$ cat src/rtl/ps2_pkg.sv
// Shared PS/2 definitions for the host transmit and keyboard receive paths:
// transmitter state encoding, common command bytes and frame construction.
package ps2_pkg;

    typedef enum logic [2:0] {
        IDLE,
        INHIBIT,
        REQ,
        SEND,
        STOP,
        ACK,
        WAITIDLE
    } tx_state_t;

    localparam logic [7:0] PS2_CMD_SET_LEDS = 8'hED;
    localparam logic [7:0] PS2_CMD_ENABLE   = 8'hF4;
    localparam logic [7:0] PS2_CMD_RESET    = 8'hFF;

    localparam int PS2_TX_FRAME_W = 10;

    // Host frame as shifted out LSB first: data, odd parity, stop.
    function automatic logic [PS2_TX_FRAME_W-1:0] ps2_tx_frame(input logic [7:0] data);
        return {1'b1, ~^data, data};
    endfunction

endpackage

$ cat src/rtl/ps2_edge_sync.sv
// Two-flop synchronizer for the raw PS/2 clock and data pins, plus a
// registered previous-clock flop used to flag falling clock edges.
module ps2_edge_sync (
    input  logic clk_i,
    input  logic rst_i,
    input  logic clk_pin_i,
    input  logic dat_pin_i,
    output logic clk_sync_o,
    output logic dat_sync_o,
    output logic fall_o
);

    logic [1:0] clk_meta_q;
    logic [1:0] dat_meta_q;
    logic       clk_prev_q;

    // Idle bus level is high, so resetting to 1 avoids a spurious edge.
    always_ff @(posedge clk_i) begin
        if (rst_i) begin
            clk_meta_q <= 2'b11;
            dat_meta_q <= 2'b11;
            clk_prev_q <= 1'b1;
        end else begin
            // NOTE: non-blocking assignments keep each flop sampling the
            // previous stage's old value, forming a real two-stage chain.
            clk_meta_q <= {clk_meta_q[0], clk_pin_i};
            dat_meta_q <= {dat_meta_q[0], dat_pin_i};
            clk_prev_q <= clk_meta_q[1];
        end
    end

    assign clk_sync_o = clk_meta_q[1];
    assign dat_sync_o = dat_meta_q[1];
    assign fall_o     = clk_prev_q & ~clk_meta_q[1];

endmodule

$ cat src/rtl/ps2_host_tx.sv
// PS/2 host-to-device command transmitter driving open-drain pull-low controls.
// Define PS2_TX_TIMEOUT_EN to add a watchdog from clock release to ACK.
module ps2_host_tx
    import ps2_pkg::*;
#(
    parameter int INHIBIT_CYCLES = 6000,
    parameter int TIMEOUT_CYCLES = 1000000
) (
    input  logic       Clk,
    input  logic       Reset,
    input  logic       Start,
    input  logic [7:0] Data,
    input  logic       psClk,
    input  logic       psData,
    output logic       ClkLow,
    output logic       DatLow,
    output logic       Busy,
    output logic       TxActive,
    output logic       Done,
    output logic       Err
);

    localparam int INH_W = $clog2(INHIBIT_CYCLES + 1);

    if (INHIBIT_CYCLES < 1 || TIMEOUT_CYCLES < 1) begin : g_bad_cfg
        $error("ps2_host_tx: INHIBIT_CYCLES and TIMEOUT_CYCLES must be positive");
    end

    tx_state_t                   state_q;
    logic [PS2_TX_FRAME_W-1:0]   shift_q;
    logic [3:0]                  bit_cnt_q;
    logic [INH_W-1:0]            inh_cnt_q;
    logic                        ack_q;
    logic                        clk_low_q;
    logic                        dat_low_q;
    logic                        busy_q;
    logic                        done_q;
    logic                        err_q;

    logic                        clk_sync;
    logic                        dat_sync;
    logic                        clk_fall;
    logic                        to_hit;

    ps2_edge_sync u_sync (
        .clk_i      (Clk),
        .rst_i      (Reset),
        .clk_pin_i  (psClk),
        .dat_pin_i  (psData),
        .clk_sync_o (clk_sync),
        .dat_sync_o (dat_sync),
        .fall_o     (clk_fall)
    );

`ifdef PS2_TX_TIMEOUT_EN
    localparam int TO_W = $clog2(TIMEOUT_CYCLES + 1);

    logic [TO_W-1:0] to_cnt_q;
    logic            wait_dev;

    assign wait_dev = (state_q == SEND) || (state_q == STOP) ||
                      (state_q == ACK)  || (state_q == WAITIDLE);

    // Cleared on the REQ->SEND transition, so SEND entry starts at zero.
    always_ff @(posedge Clk) begin
        if (Reset || state_q == REQ) begin
            to_cnt_q <= '0;
        end else if (wait_dev && !to_hit) begin
            to_cnt_q <= to_cnt_q + TO_W'(1);
        end
    end

    assign to_hit = wait_dev && (to_cnt_q == TO_W'(TIMEOUT_CYCLES - 1));
`else
    assign to_hit = 1'b0;
`endif

    always_ff @(posedge Clk) begin
        if (Reset) begin
            state_q   <= IDLE;
            shift_q   <= '0;
            bit_cnt_q <= '0;
            inh_cnt_q <= '0;
            ack_q     <= 1'b0;
            clk_low_q <= 1'b0;
            dat_low_q <= 1'b0;
            busy_q    <= 1'b0;
            done_q    <= 1'b0;
            err_q     <= 1'b0;
        end else begin
            done_q <= 1'b0;
            err_q  <= 1'b0;

            if (to_hit) begin
                clk_low_q <= 1'b0;
                dat_low_q <= 1'b0;
                busy_q    <= 1'b0;
                done_q    <= 1'b1;
                err_q     <= 1'b1;
                state_q   <= IDLE;
            end else begin
                case (state_q)
                    IDLE: begin
                        if (Start) begin
                            shift_q   <= ps2_tx_frame(Data);
                            inh_cnt_q <= '0;
                            clk_low_q <= 1'b1;
                            busy_q    <= 1'b1;
                            state_q   <= INHIBIT;
                        end
                    end

                    INHIBIT: begin
                        if (inh_cnt_q == INH_W'(INHIBIT_CYCLES - 1)) begin
                            dat_low_q <= 1'b1;
                            state_q   <= REQ;
                        end else begin
                            inh_cnt_q <= inh_cnt_q + INH_W'(1);
                        end
                    end

                    // Releasing the clock with data held low is the request-to-send.
                    REQ: begin
                        clk_low_q <= 1'b0;
                        bit_cnt_q <= '0;
                        state_q   <= SEND;
                    end

                    SEND: begin
                        if (clk_fall) begin
                            dat_low_q <= ~shift_q[0];
                            shift_q   <= shift_q >> 1;
                            bit_cnt_q <= bit_cnt_q + 4'd1;
                            if (bit_cnt_q == 4'd8) begin
                                state_q <= STOP;
                            end
                        end
                    end

                    STOP: begin
                        if (clk_fall) begin
                            dat_low_q <= 1'b0;
                            state_q   <= ACK;
                        end
                    end

                    ACK: begin
                        if (clk_fall) begin
                            ack_q   <= ~dat_sync;
                            state_q <= WAITIDLE;
                        end
                    end

                    WAITIDLE: begin
                        if (clk_sync && dat_sync) begin
                            busy_q  <= 1'b0;
                            done_q  <= 1'b1;
                            err_q   <= ~ack_q;
                            state_q <= IDLE;
                        end
                    end

                    default: state_q <= IDLE;
                endcase
            end
        end
    end

    assign ClkLow   = clk_low_q;
    assign DatLow   = dat_low_q;
    assign Busy     = busy_q;
    assign TxActive = busy_q;
    assign Done     = done_q;
    assign Err      = err_q;

endmodule

$ cat config.mk
export PLATFORM = sky130hd
export DESIGN_NAME = ps2_host_tx
export DESIGN_NICKNAME = d
export VERILOG_FILES = /design/src/rtl/ps2_pkg.sv /design/src/rtl/ps2_edge_sync.sv /design/src/rtl/ps2_host_tx.sv
export SDC_FILE = /design/constraint.sdc
export NUM_CORES = 1
export LEC_CHECK = 0
export ABC_AREA = 1
export CORE_MARGIN = 2
export CORE_UTILIZATION = 30
export DETAILED_ROUTE_END_ITERATION = 6
export GPL_TIMING_DRIVEN = 0
export SETUP_SLACK_MARGIN = 0.05
export SYNTH_ARGS = -nofsm -noshare
export SYNTH_HDL_FRONTEND = slang
export SYNTH_SLANG_ARGS = --single-unit
$ cat constraint.sdc
create_clock -name Clk -period 1.54 [get_ports Clk]
set_clock_uncertainty 0.1 [all_clocks]
set_input_delay 0.308 -clock Clk [delete_from_list [all_inputs] [get_ports Clk]]
set_output_delay 0.308 -clock Clk [all_outputs]
set_load 0.02 [all_outputs]
==> results of run 1 <==
worst paths after layout:
kind | startpoint | endpoint | slack, ps | cells after the start
setup / recovery | inh_cnt_q[1] | inh_cnt_q[1] | -60 | 9
hold / removal | u_sync.dat_meta_q[0] | u_sync.dat_meta_q[1] | 320 | 1
setup reg to reg | inh_cnt_q[1] | inh_cnt_q[1] | -60 | 9
hold reg to reg | u_sync.dat_meta_q[0] | u_sync.dat_meta_q[1] | 320 | 1
power by group through the flow:
stage,clock network [W],logic [W],registers (W)
final,0.000755,0.00230,0.00145
after global routing,0.000827,0.00252,0.00148
after CTS,0.000767,0.00225,0.00142
after detailed placement,0,0.00155,0.00144
after global placement,0,0.00153,0.00144
after floorplan,0,0.00116,0.00145
repair_timing:
action                                  4_1_cts  5_1_grt
pin swaps                                    19       26
cloned                                        2        1
resized for setup                            62       31
buffers inserted                             27        4
endpoints found under the setup margin       35       31
hold buffers                                  0        0
metal layers:
| layer | wire, um | vias up | global-route usage (%) |
|---|---|---|---|
| met5 | 0 | - | 0 |
| met4 | 148 | 0 | 5.81 |
| met3 | 182 | 15 | 2.57 |
| met2 | 2870 | 34 | 25.3 |
| met1 | 2700 | 1075 | 17.4 |
| li1 | - | 1200 | - |
cells by family after synthesis:
kind of cell	Yosys count	synth area share, %
buffers and inverters	54	11.0
xor gates and xnor gates	2	0.767
AOI/OAI and AO/OA	59	14.0
and+or+nand+nor	181	36.7
DFF	41	35.9
adders and majority gates	3	1.64
state kept, by name (all words and copies together) (netlist names):
| name | cells |
|---|---|
| ClkLow | 1 |
| Err | 1 |
| u_sync.clk_prev_q | 1 |
| u_sync.clk_meta_q | 2 |
| Done | 1 |
| state_q | 3 |
| ack_q | 1 |
| Busy | 1 |
| DatLow | 1 |
| bit_cnt_q | 4 |
| inh_cnt_q | 13 |
| u_sync.dat_meta_q | 2 |
| shift_q | 10 |
cell usage after synthesis:
library cell,n
nand2_2,5
a31oi_1,2
nor3_1,7
nor3_4,1
nand3_1,25
o21ai_4,1
nor2_4,2
nor4_1,1
and3_1,1
nor2_1,30
or2_2,4
o21ai_1,1
inv_2,2
nand2_4,2
buf_1,1
inv_1,41
nor2_8,1
clkbuf_8,1
o21bai_1,2
dfxtp_1,41
nand2_1,94
o31ai_1,1
buf_4,2
buf_6,4
o21ai_0,23
nor3b_1,1
nand3_4,1
a21oi_1,28
nor2_2,2
xor2_1,2
clkbuf_1,3
o21ai_2,1
ha_1,3
nand4_1,4
layout make-up:
cell class                 count  area, um^2
buffer                         9        77.6
clock buffer                   5        68.8
clock inverter                 3        25.0
fill                         741        4130
inverter                      43         179
multi-input combinational    245        1420
sequential                    41         842
tap                           99         124
timing repair buffer          49         465
through the flow:
step | util [%] | setup TNS [ps] | power [W]
after CTS | 42.4 | -295 | 0.00443
after global placement | 35.7 | -2690 | 0.00297
after floorplan | - | 0 | 0.00261
final | 43.7 | -367 | 0.00451
after global routing | 43.7 | -1600 | 0.00483
after detailed placement | 35.7 | -3040 | 0.00299
cells in the final DEF (no fill, tap or decap), types with 2 or more instances in the layout:
cell type and n:
nand2_1 82, inv_1 36, dfxtp_1 32, buf_4 25, a21oi_1 24, nor2_1 21, o21ai_0 17, nand3_1 14
nand2_2 12, nand3_2 11, clkdlybuf4s50_1 11, nor2_4 8, buf_6 7, nand2_4 7, clkbuf_8 6, nor3_1 6
o21ai_1 5, nor2_2 5, dfxtp_2 5, dlygate4sd2_1 5, nand4_1 4, a21oi_2 4, or2_2 4, dfxtp_4 4
clkinvlp_4 3, o21ai_2 3, inv_4 2, inv_2 2, inv_6 2, clkbuf_1 2, o21bai_1 2, buf_8 2
xor2_1 2, a31oi_1 2, ha_1 2, buf_16 2
==> run_results.csv, run 1 <==
group,metric,value,unit
run_status,status,"finished with violations",
run_status,violations,"negative setup slack",
routing,num_vias,2324,
logic_synthesis,yosys-top-cells-area,"dfxtp_1, nand2_1, inv_1",
setup_path,critPathKind,"reg2reg",
timing,slew_headroom,58.2,%
cells_and_area,fin_cells,494,
clock_tree,cts_tree,"done",
clock_tree,cts_htree_levels,2,
logic_synthesis,yosysWarnings,0,
setup_path,path_buf_inv,2,
clock_tree,clock_latency,300,ps
logic_synthesis,syn_area,2280,um^2
setup_path,critPathSlowestCell,"dfxtp_2",
placement,dp_hpwl,3680,um
power,power_frac_seq,32.2,%
logic_synthesis,ys_seq_elements,41,
timing,final_max_slew_viol_count,0,
placement,dp_slack,-258,ps
clock_tree,cts_made_buffers,5,
global_routing,grt_pass1_wl,9920,um
die,core,7330,um^2
timing,setup_violations,11,
power,switching_share,40.7,%
clock_tree,clkTransAtPathRegs,90,ps
global_routing,grt_antenna_before_repair,0,
timing,fmax,0.625,GHz
logic_synthesis,synthesis.nets,356,
logic_synthesis,yosysSeqAreaShare,35.9,%
power,internal_power,0.00267,W
cells_and_area,fin_nets,410,
setup_path,cp.arrival,1730,ps
setup_path,cp_top_family,"flip-flops",
routing,vias_per_cell,4.70,
power,power.switching,0.00183,W
timing,hold_viol_final,0,
clock_tree,cts_buffer_depth,2,
setup_path,path_max_fanout,5,
placement,io_buffers,17,
placement,dpl_cell_area,2610,um^2
power,powerDensity,1410,nW/um^2
setup_path,critPathLaunchType,"flip-flop",
job,maxCapViolations,0,
clock_tree,clock_sinks,41,
global_routing,grt_usage,14.5,%
routing,drt-pass1-iter-count,4,
die,initial_core_util,31.2,%
routing,wirelength,5900,um
setup_path,cp-end-kind,"flip-flop",
routing,wl_per_cell,11.9,um
cells_and_area,drive_gt1_share,31.4,%
min_path,hp-class,"reg2reg",
global_routing,gr-total-overflow,0,
power,ir_worst_vdd,0.558,mV
die,die_x,91.3,um
routing,drtIter0Drc,77,
placement,dp.cells,456,
setup_path,cp.required,1670,ps
placement,place_congestion,0.816,
logic_synthesis,syn_inst,340,
global_routing,grt_max_degree,16,
timing,whs,320,ps
timing,rsz0062_at_grt,"true",
die,core.rowCount,31,
clock_tree,root_buffer,"clkbuf_8",
cells_and_area,final_cell_area,3200,um^2
timing,fin_crit_sh,104,%
cells_and_area,antenna_cells,0,
die,dieHeight,91.3,um
power,comb_power_share,51.1,%
logic_synthesis,postSynthAreaPerCell,6.72,um^2
cells_and_area,synthToLayoutAreaGrowth,40.2,%
logic_synthesis,yosys.area.top_type,"dfxtp_1",
power,power.leakage,1.39,nW
global_routing,grt_pass1_vias,2298,
setup_path,path_cells,"ha_4 -> nand2_4 -> nor2_4 -> nand2_2 -> o21ai_4 -> buf_6 -> buf_16 -> nand3_2 -> a21oi_1",
timing,period_needed,1600,ps
routing,drc_errors,0,
routing,antenna_left,0,
power,pwr-share-clk,16.8,%
setup_path,slowest_delay,360,ps
timing,finalWorstSetupSlack,-60.2,ps
logic_synthesis,yosysTopAreaCellShare,35.9,%
die,dieArea,8330,um^2
die,io_pins,19,
timing,tightest_slew,628,ps
logic_synthesis,synth_cell_types,34,
(Power assumes the default switching activity.)
==> run 2: changes to the inputs <==
- ABC_AREA: 1 -> 0
- CTS_BUF_LIST: unset -> sky130_fd_sc_hd__clkbuf_2
==> run 2 against run 1 <==
Compared with the run above: the flow still finishes with violations (negative setup slack); setup slack got worse by 230 ps; via count decreased by 15%; wire length is 2.9% lower; non-clock buffer count rose by 18; global-route usage is 1.1 points higher; combinational power up 10%; utilization rose by 4.5 points; final cell count is 22% lower; synthesized cell count down 30%; flip-flop and latch count unchanged; critical path type unchanged; largest cell class unchanged; largest power group unchanged.
==> run_results.csv, run 2 <==
group,metric,value,unit
timing,hold_viol_final,0,
cells_and_area,drive_gt1_share,45.9,%
setup_path,critPathSlowestCell,"dfxtp_4",
logic_synthesis,ys_seq_elements,41,
cells_and_area,synthToLayoutAreaGrowth,57.7,%
clock_tree,cts_buffer_depth,2,
logic_synthesis,syn_area,2040,um^2
setup_path,path_buf_inv,1,
routing,wl_per_cell,14.8,um
timing,slew_headroom,59.5,%
placement,place_congestion,0.842,
routing,wirelength,5720,um
cells_and_area,multi_input_comb_area,1440,um^2
logic_synthesis,yosysWarnings,0,
logic_synthesis,postSynthAreaPerCell,8.58,um^2
global_routing,gr-total-overflow,0,
setup_path,path_cells,"inv_2 -> ha_4 -> nand3b_1 -> nor2_2 -> o32ai_4 -> or3_4 -> o311a_1",
die,core.rowCount,30,
timing,rsz0062_at_grt,"true",
clock_tree,cts_htree_levels,2,
logic_synthesis,synth-edff-count,0,
clock_tree,cts_made_buffers,5,
logic_synthesis,synthTopCellsByCount,"dfxtp_1, nor2_1, a21oi_1, a211oi_1",
setup_path,cp.required,1760,ps
power,ir_worst_vdd,0.606,mV
routing,antenna_left,0,
setup_path,r2r_slack,-290,ps
logic_synthesis,synth_cell_types,52,
placement,dp_slack,-618,ps
routing,num_vias,1984,
global_routing,grt_usage,15.5,%
die,core,6680,um^2
routing,drtIter0Drc,127,
global_routing,grt_pass1_wl,9190,um
global_routing,grt_antenna_before_repair,0,
die,dieHeight,86.5,um
global_routing,grt_pass1_vias,1908,
timing,fmax,0.546,GHz
logic_synthesis,yosysMostFrequentCell,"dfxtp_1",
cells_and_area,top_regs,"inh_cnt_q x13, shift_q x10, bit_cnt_q x4",
logic_synthesis,yosys-top-cells-area,"dfxtp_1, nor2_1, mux2i_1",
placement,dp_hpwl,3290,um
cells_and_area,largest_reg_flops,13,
clock_tree,clock_latency,420,ps
cells_and_area,largest-register,"inh_cnt_q",
routing,drc_errors,0,
logic_synthesis,syn_inst,238,
timing,final_max_slew_viol_count,0,
job,maxCapViolations,0,
cells_and_area,fin_nets,322,
clock_tree,root_buffer,"clkbuf_2",
cells_and_area,fin_util,48.2,%
setup_path,reg2regPathDepth,7,
logic_synthesis,ys.flop_type,"dfxtp_1",
clock_tree,clock_sinks,41,
die,dieArea,7480,um^2
timing,whs,335,ps
die,die_x,86.5,um
die,initial_core_util,30.6,%
setup_path,path_max_fanout,3,
setup_path,cp_top_family,"simple AND/OR/NAND/NOR gates",
clock_tree,cts_hold_buffers,0,
setup_path,r2r_end,"state_q[1]",
run_status,status,"finished with violations",
placement,io_buffers,18,
setup_path,slowest_delay,400,ps
clock_tree,cts_tree,"done",
run_status,violations,"negative setup slack",
timing,period_needed,1830,ps
min_path,hp-class,"reg2reg",
setup_path,critPathKind,"reg2reg",
clock_tree,clkTransAtPathRegs,230,ps
cells_and_area,most-common-layout-cells,"nor2_1, buf_4, dfxtp_1",
power,powerDensity,1390,nW/um^2
min_path,min_from,"u_sync.dat_meta_q[0]",
setup_path,reg2reg_from,"bit_cnt_q[0]",
timing,setup_violations,29,
cells_and_area,regArea,851,um^2
cells_and_area,antenna_cells,0,
setup_path,cp.arrival,2050,ps
global_routing,grt_max_degree,14,
timing,fin_crit_sh,119,%
logic_synthesis,async_reset_ff_share,0,%
timing,finalWorstSetupSlack,-292,ps
logic_synthesis,synthesis.nets,254,
logic_synthesis,yosysTopAreaCellShare,40.2,%
die,io_pins,19,
setup_path,critPathLaunchType,"flip-flop",
power,power.leakage,1.27,nW
routing,vias_per_cell,5.13,
setup_path,cp-end-kind,"flip-flop",
logic_synthesis,yosys.area.top_type,"dfxtp_1",
timing,tightest_slew,607,ps
min_path,hold_path_end,"u_sync.dat_meta_q[1]",
routing,drt-pass1-iter-count,4,
logic_synthesis,yosysSeqAreaShare,40.2,%
cells_and_area,fillers,610,
min_path,hold_depth,1,
[run 2: cell count changes after synthesis, sizes merged, moves of 4 or more]
cell | previous run | this run
nand2 | 101 | 12
inv | 43 | 7
nand3 | 26 | 9
o21ai | 26 | 9
a21oi | 28 | 13
a211oi | 0 | 12
mux2i | 0 | 10
xnor2 | 0 | 9
clkbuf | 4 | 8
[run 2: area by class of cell]
| class | count | share of cell area, % |
|---|---|---|
| multi-input cells | 175 | 44.6 |
| well taps | 80 | 3.11 |
| plain buffers | 14 | 4.43 |
| repair buffers | 62 | 18.5 |
| flip-flops and latches | 41 | 26.4 |
| clock buffers | 5 | 0.777 |
| clock inverters | 3 | 1.28 |
| inverters | 7 | 0.932 |
[run 2: logic make-up (layout without fill, tap and decap cells)]
kind of cell,Yosys count,after routing,share of synthesized area (%)
adders and majority gates,3,3,1.84
xor gates and xnor gates,11,11,4.72
and+or+nand+nor,96,96,25.4
buffers and inverters,22,91,4.72
AOI/OAI and AO/OA,55,55,18.3
muxes,10,10,4.90
DFF,41,41,40.2
[run 2: worst max path at each step]
stage            startpoint    endpoint  slack, ps  cells past startpoint
6_report       bit_cnt_q[0]  state_q[1]       -290                      7
5_1_grt        bit_cnt_q[0]  state_q[1]       -400                      7
4_1_cts        inh_cnt_q[1]  state_q[1]       -330                      6
3_5_place_dp          Start  shift_q[8]       -620                      7
3_3_place_gp          Start  shift_q[8]       -610                      7
2_1_floorplan  inh_cnt_q[1]  state_q[1]       -340                      6
[run 2: repair_timing]
item / 4_1_cts / 5_1_grt
resized for setup: 69 / 40
buffers inserted: 33 / 12
endpoints found under the setup margin: 39 / 37
pin swaps: 22 / 20
[run 2: worst register-to-register path: cells and delay by family, from the launching register on]
family                     cells  cell delay [ps]
and+or+nand+nor                3              680
AOI/OAI and AO/OA              2              400
buffers and inverters          1               60
adders and majority gates      1              110
DFF                            1              400
[run 2: where the power goes]
group	internal [W]	switching, W
registers	0.00121	0.0000808
logic	0.00134	0.00121
clock network	0.000268	0.000369
[run 2: stage by stage]
stage,area (um^2),total power [W],std cells,TNS [ps]
after global routing,3220,0.00472,387,-6660
after global placement,2500,0.00276,336,-17460
final,3220,0.00447,387,-4460
after floorplan,2220,0.00242,238,-1370
after CTS,3040,0.00422,377,-4580
after detailed placement,2500,0.00276,336,-17540
[run 2: per-layer routing]
layer  wire [um]  GRT usage [%]  vias up
li1            -              -     1003
met1        2450           19.6      932
met2        2930           26.2       38
met3         265           3.14       11
met4          85           5.68        0
met5           0              0        -
